===== src/rtl/operand_fetch_ctrl.sv =====
// Operand fetch sequencer: reads up to two source registers through a register-file
// port shared with writeback, stalling while writeback owns the port.
module operand_fetch_ctrl #(
  parameter int DATA_W = 16,
  parameter int ADDR_W = 3
) (
  input  logic              clk,
  input  logic              rst_n,
  input  logic              start,
  input  logic [ADDR_W-1:0] rs_a,
  input  logic [ADDR_W-1:0] rs_b,
  input  logic              need_b,
  input  logic              wb_active,
  input  logic              flush,
  input  logic [DATA_W-1:0] rf_rdata,
  output logic              rf_rd_en,
  output logic [ADDR_W-1:0] rf_addr,
  output logic [DATA_W-1:0] opa,
  output logic [DATA_W-1:0] opb,
  output logic              busy,
  output logic              done,
  output logic [7:0]        stall_cnt
);

  typedef enum logic [2:0] {
    IDLE  = 3'd0,
    REQ_A = 3'd1,
    CAP_A = 3'd2,
    REQ_B = 3'd3,
    CAP_B = 3'd4,
    DONE  = 3'd5
  } state_t;

  state_t            state;
  state_t            state_nx;
  logic [ADDR_W-1:0] rs_a_q;
  logic [ADDR_W-1:0] rs_b_q;
  logic              need_b_q;
  logic              stalled;

  // NOTE: every output of this block gets a default first, so no path through the
  // case statement leaves a signal unassigned and no latch is inferred.
  always_comb begin
    state_nx = state;
    rf_rd_en = 1'b0;
    rf_addr  = '0;
    stalled  = 1'b0;
    case (state)
      IDLE:  if (start) state_nx = REQ_A;
      REQ_A: begin
        if (wb_active) begin
          stalled = 1'b1;
        end else begin
          rf_rd_en = 1'b1;
          rf_addr  = rs_a_q;
          state_nx = CAP_A;
        end
      end
      CAP_A: state_nx = need_b_q ? REQ_B : DONE;
      REQ_B: begin
        if (wb_active) begin
          stalled = 1'b1;
        end else begin
          rf_rd_en = 1'b1;
          rf_addr  = rs_b_q;
          state_nx = CAP_B;
        end
      end
      CAP_B:   state_nx = DONE;
      DONE:    state_nx = IDLE;
      default: state_nx = IDLE;
    endcase
    // Flush overrides every transition, and in IDLE it also swallows a start.
    if (flush) state_nx = IDLE;
  end

  // NOTE: sequential state uses non-blocking assignments so every register samples
  // the pre-edge values regardless of statement order.
  always_ff @(posedge clk or negedge rst_n) begin
    if (!rst_n) begin
      state <= IDLE;
    end else begin
      state <= state_nx;
    end
  end

  always_ff @(posedge clk or negedge rst_n) begin
    if (!rst_n) begin
      rs_a_q    <= '0;
      rs_b_q    <= '0;
      need_b_q  <= 1'b0;
      opa       <= '0;
      opb       <= '0;
      stall_cnt <= '0;
    end else if (!flush) begin
      if (state == IDLE && start) begin
        rs_a_q    <= rs_a;
        rs_b_q    <= rs_b;
        need_b_q  <= need_b;
        stall_cnt <= '0;
      end
      if (stalled && stall_cnt != 8'hFF) stall_cnt <= stall_cnt + 8'd1;
      if (state == CAP_A) begin
        opa <= rf_rdata;
        if (!need_b_q) opb <= '0;
      end
      if (state == CAP_B) opb <= rf_rdata;
    end
  end

  assign busy = (state != IDLE);
  assign done = (state == DONE);

endmodule


===== config.mk =====
export PLATFORM = sky130hd
export DESIGN_NAME = operand_fetch_ctrl
export DESIGN_NICKNAME = d
export VERILOG_FILES = /design/src/rtl/operand_fetch_ctrl.sv
export SDC_FILE = /design/constraint.sdc
export NUM_CORES = 1
export LEC_CHECK = 0
export BUFFER_PORTS_ARGS = -buffer_cell sky130_fd_sc_hd__buf_2
export CORE_UTILIZATION = 50
export DETAILED_ROUTE_END_ITERATION = 10
export PLACE_DENSITY = 0.85
export SLEW_MARGIN = 0
export SYNTH_ARGS = -nofsm -noshare
export SYNTH_HDL_FRONTEND = slang
export SYNTH_SLANG_ARGS = --single-unit

===== constraint.sdc =====
create_clock -name clk -period 5.25 [get_ports clk]
set_clock_uncertainty 0.15 [all_clocks]
set_input_delay 0.7875 -clock clk [delete_from_list [all_inputs] [get_ports clk]]
set_output_delay 0.7875 -clock clk [all_outputs]
set_load 0.05 [all_outputs]

Yosys cells after proc, flatten, opt, wreduce, memory -nomap -nowiden --
Cells that the tools add are included.
Storage, ports and cells: word-level logic and storage cells 49, bits of input ports 28, register bits 50
Cells by class: add/subtract/negate cells 1, mux-type cells 18, equality and inequality tests 10, bitwise gates (word level) 1, reductions and logical operators 12
Operators by type and width (number):
- 16-bit 2-to-1 mux | 3
- 3-bit 2-to-1 mux | 7
- 8-bit 2-to-1 mux | 2
- 3-bit one-hot mux with 5 select lines | 1
- 3-bit != test (second input constant) | 3
- 8-bit by 1-bit adder with 8-bit output (second input constant) | 1
- 8-bit != test (second input constant) | 1
- 3-bit by 2-bit equality test with 1-bit output (second input constant) | 2
- 3-bit equality test (second input constant) | 2
- 3-bit one-hot mux with 2 select lines | 1
- 2-bit AND reduction | 3
- 3-bit AND reduction | 2
- 1-bit 2-to-1 mux | 4
- 2-bit nonzero test | 2
- 3-bit by 1-bit equality test with 1-bit output (second input constant) | 1
- 3-bit logical NOT | 1
- 3-bit nonzero test | 1
- 1-bit logical AND | 2
- 2-bit by 1-bit != test with 1-bit output (second input constant) | 1
- 2-bit OR reduction | 1
- 1-bit inverter | 1

Logic depth before layout (Yosys ltp) --
depth after elaboration 6, depth in mapped cells 6, depth with buffers taken out 5

Least setup slack after synthesis --
Ideal clock, no wire load.
path type in2out, start point input wb_active, end point output rf_addr[0], stages on the path 3, arrival 1.885 ns, buffers on the path 0, path slack 2.428 ns, cells stage by stage nand2b_1 -> or2_2 -> nor2_1
Between the ends: longest elaborated chain between the ends 2, elaborated cells on any way between the ends 3, those cells by class 3 x mux
Ends and longest elaborated chain:
- start: declaration | line 13 | input logic wb_active,
- 3-bit 2-to-1 mux (on tied branches) | line 61, 51
- 3-bit one-hot mux with 2 select lines (*) | line 48 | case (state)
- end: declaration | line 17 | output logic [ADDR_W-1:0] rf_addr,
Every way passes the cells marked *; elsewhere a longest branch is shown, timed or not.

Worst setup path in the final report --
Ends and elaborated chain as after synthesis.

==> impl_metrics.csv <==
group,metric,value,unit
outcome,status,"completed",
synthesis,synthCells,175,
setup_path,cp.required,4.31,ns
drt,drc,0,
sta,setup_slack,2.54,ns
cells_and_area,area_growth,20.9,%
floorplanning,dieArea,4670,µm²
flow_run,cap_viol_max_count,0,
setup_path,path_delay_family,"simple AND/OR/NAND/NOR gates",
cells_and_area,final_cell_mix,"buf_2, dfrtp_1, mux2_2",
synthesis,netlist_area,2200,µm²
power_and_ir_drop,switching_share,47.8,%
global_routing,antenna_found_initial,0,
setup_path,critPathSlowestCell,"or2_2",
floorplanning,io_pins,74,
cells_and_area,layout_commonest_cell,"buf_2",
drt,ant_nets,0,
clocking,root_buffer,"clkbuf_8",
place,dp_slack,2.53,ns
place,place_congestion,0.815,
synthesis,yosysTopAreaCell,"dfrtp_1",
floorplanning,initial_core_util,53.4,%
clocking,path_clk_slew,0.09,ns
synthesis,avgSynthCellArea,12.6,µm²
cells_and_area,final_nets,274,
cells_and_area,fillers,335,
sta,holdWs,0.348,ns
setup_path,crit_buf_inv,2,
setup_path,worst-setup-path-type,"in2out",
power_and_ir_drop,p_switching,0.000728,W
setup_path,crit_path_end_kind,"output port",
worst_hold_path,hold_path.class,"reg2reg",
place,dp.cells,288,
global_routing,met1_usage,23.0,%
drt,wl_per_cell,14.8,µm
cells_and_area,finish.utilization,64.6,%
synthesis,yosysTopAreaCellShare,56.9,%
synthesis,yosysUniqueCellTypes,37,
sta,tns,0,ns
synthesis,syn_nets,204,
clocking,cts_resized,0,
drt,drt_iter0_markers,135,
place,dp_hpwl,3.12,mm
synthesis,synthArstFlopShare,100,%
sta,slew_violations,0,
floorplanning,core-area,4120,µm²
sta,rsz0062_at_grt,"no",
power_and_ir_drop,pwr-share-seq,38.7,%
synthesis,synth-seq-cells,50,
floorplanning,die_y,68.3,µm
power_and_ir_drop,power_frac_comb,46.8,%
global_routing,grt_pass1_wl,6.58,mm
clocking,cts_buffers,5,
sta,fmax,0.368,GHz
place,port-buffer-count,73,
setup_path,cp-start-kind,"input pin",
clocking,post_cts_buffers,0,
clocking,cts_buffer_depth,2,
sta,setup_viol,0,
sta,worst_slew_pin_slew,1.08,ns
setup_path,crit_path_max_fanout,4,
setup_path,arrival,1.78,ns
setup_path,cpMostUsedCell,"buf_2",
global_routing,grt_max_degree,51,
clocking,cts_hold_buffers,0,
power_and_ir_drop,ir_drop,0.200,mV
sta,fin_crit_sh,51.7,%
global_routing,grt_usage,19.5,%
sta,hold_violations,0,
power_and_ir_drop,pwr-share-clk,14.5,%
global_routing,grt.busiest_layer,"met2",
floorplanning,rows,23,
setup_path,cp_cell_sequence,"buf_2 > nand2b_1 > or2_2 > nor2_1 > buf_2",
sta,maxSlewHeadroom,28.0,%
power_and_ir_drop,cellPowerDensity,573,nW/µm²
synthesis,yosys_most_used_dff,"dfrtp_1",
global_routing,gr-usage-met2,33.3,%
synthesis,ys_seq_area_share,56.9,%
global_routing,gr-total-overflow,0,
synthesis,ys_warn_count,0,
synthesis,synth_edf_count,0,
clocking,clock-sinks,50,
drt,first_pass_iters,4,
clocking,clock_latency,0.29,ns
power_and_ir_drop,p_leak,1.33,nW
power_and_ir_drop,p_int,0.000795,W
global_routing,grt_util_met3,4.17,%
clocking,cts_max_level,2,
clocking,cts_tree,"yes",
synthesis,ys_top_cells_by_area,"dfrtp_1, mux2_2, a22o_1",
cells_and_area,fin_cells,296,
drt,viasPerCell,5.66,
drt,wirelength,4.39,mm
global_routing,first_global_vias,1456,
drt,vias,1674,
sta,fin_crit,2.71,ns
setup_path,slowest_delay,0.34,ns
cells_and_area,drive_gt1_share,42.7,%
cells_and_area,diodes,0,
floorplanning,die_w,68.3,µm
## power groups by stage
stage          combinational [W]  clock [W]  sequential [W]
2_1_floorplan           0.000164          0        0.000978
3_3_place_gp            0.000704          0        0.000592
3_5_place_dp            0.000716          0        0.000599
4_1_cts                 0.000718   0.000226        0.000590
5_1_grt                 0.000747   0.000242        0.000607
6_report                0.000712   0.000221        0.000590
## worst paths after layout
kind	start	end	slack [ns]	cells after the start
max	wb_active	rf_addr[0]	2.54	5
min	rs_b_q[0]	rs_b_q[0]	0.35	1
min in group asynchronous	rst_n	opa[1]	0.53	1
min reg2reg	rs_b_q[0]	rs_b_q[0]	0.35	1
max in group asynchronous	rst_n	opa[12]	3.75	1
max reg2reg	state[1]	opa[12]	2.90	2
## synthesized netlist by cell type (4+ instances only)
cell / number
mux2i_1: 4
a21oi_1: 7
nand3_1: 10
mux2_1: 4
nand2_1: 8
nor2_1: 9
mux2_2: 19
dfrtp_1: 50
a22o_1: 16
o21ai_0: 8
buf_2: 7
## worst register-to-register path: cells and delay by family (launching register included)
family / cells / cell delay [ns]
mux: 1 / 0.43
flops: 1 / 0.72
simple gates: 1 / 0.93
## state kept, by name, indices dropped and copies added (netlist names)
| name | count |
|---|---|
| opa | 16 |
| need_b_q | 1 |
| opb | 16 |
| state | 3 |
| stall_cnt | 8 |
| rs_a_q | 3 |
| rs_b_q | 3 |
## layer usage
metal	part of all wire, %	vias to the layer above
met5	0	-
met4	1.7	0
met3	5.3	9
met2	48	56
met1	45	819
li1	-	790
## final cells by class
| cell class | instances | area, µm² | area share (%) |
|---|---|---|---|
| repair buffers | 73 | 365 | 13.7 |
| clock buffers | 5 | 68.8 | 2.59 |
| well taps | 50 | 62.6 | 2.35 |
| clock inverters | 3 | 21.3 | 0.800 |
| multi-input cells | 113 | 882 | 33.2 |
| flip-flops and latches | 50 | 1250 | 47.1 |
| inverters | 2 | 7.51 | 0.282 |
## through the flow
step                total power [W]  area [µm²]
finish                      0.00152        2660
global route                0.00160        2660
CTS                         0.00153        2660
detailed placement          0.00132        2570
global placement            0.00130        2570
floorplan                   0.00114        2200
## cells by family after synthesis
logic type | share of synthesized area [%]
flip-flops | 56.9
AND/OR/NAND/NOR | 12.3
AO/OA/AOI/OAI | 13.7
multiplexers | 13.6
buffers and inverters | 2.96
adder cells (fa/ha/maj) | 0.569
Note: power is estimated with default switching activity, not from simulation.
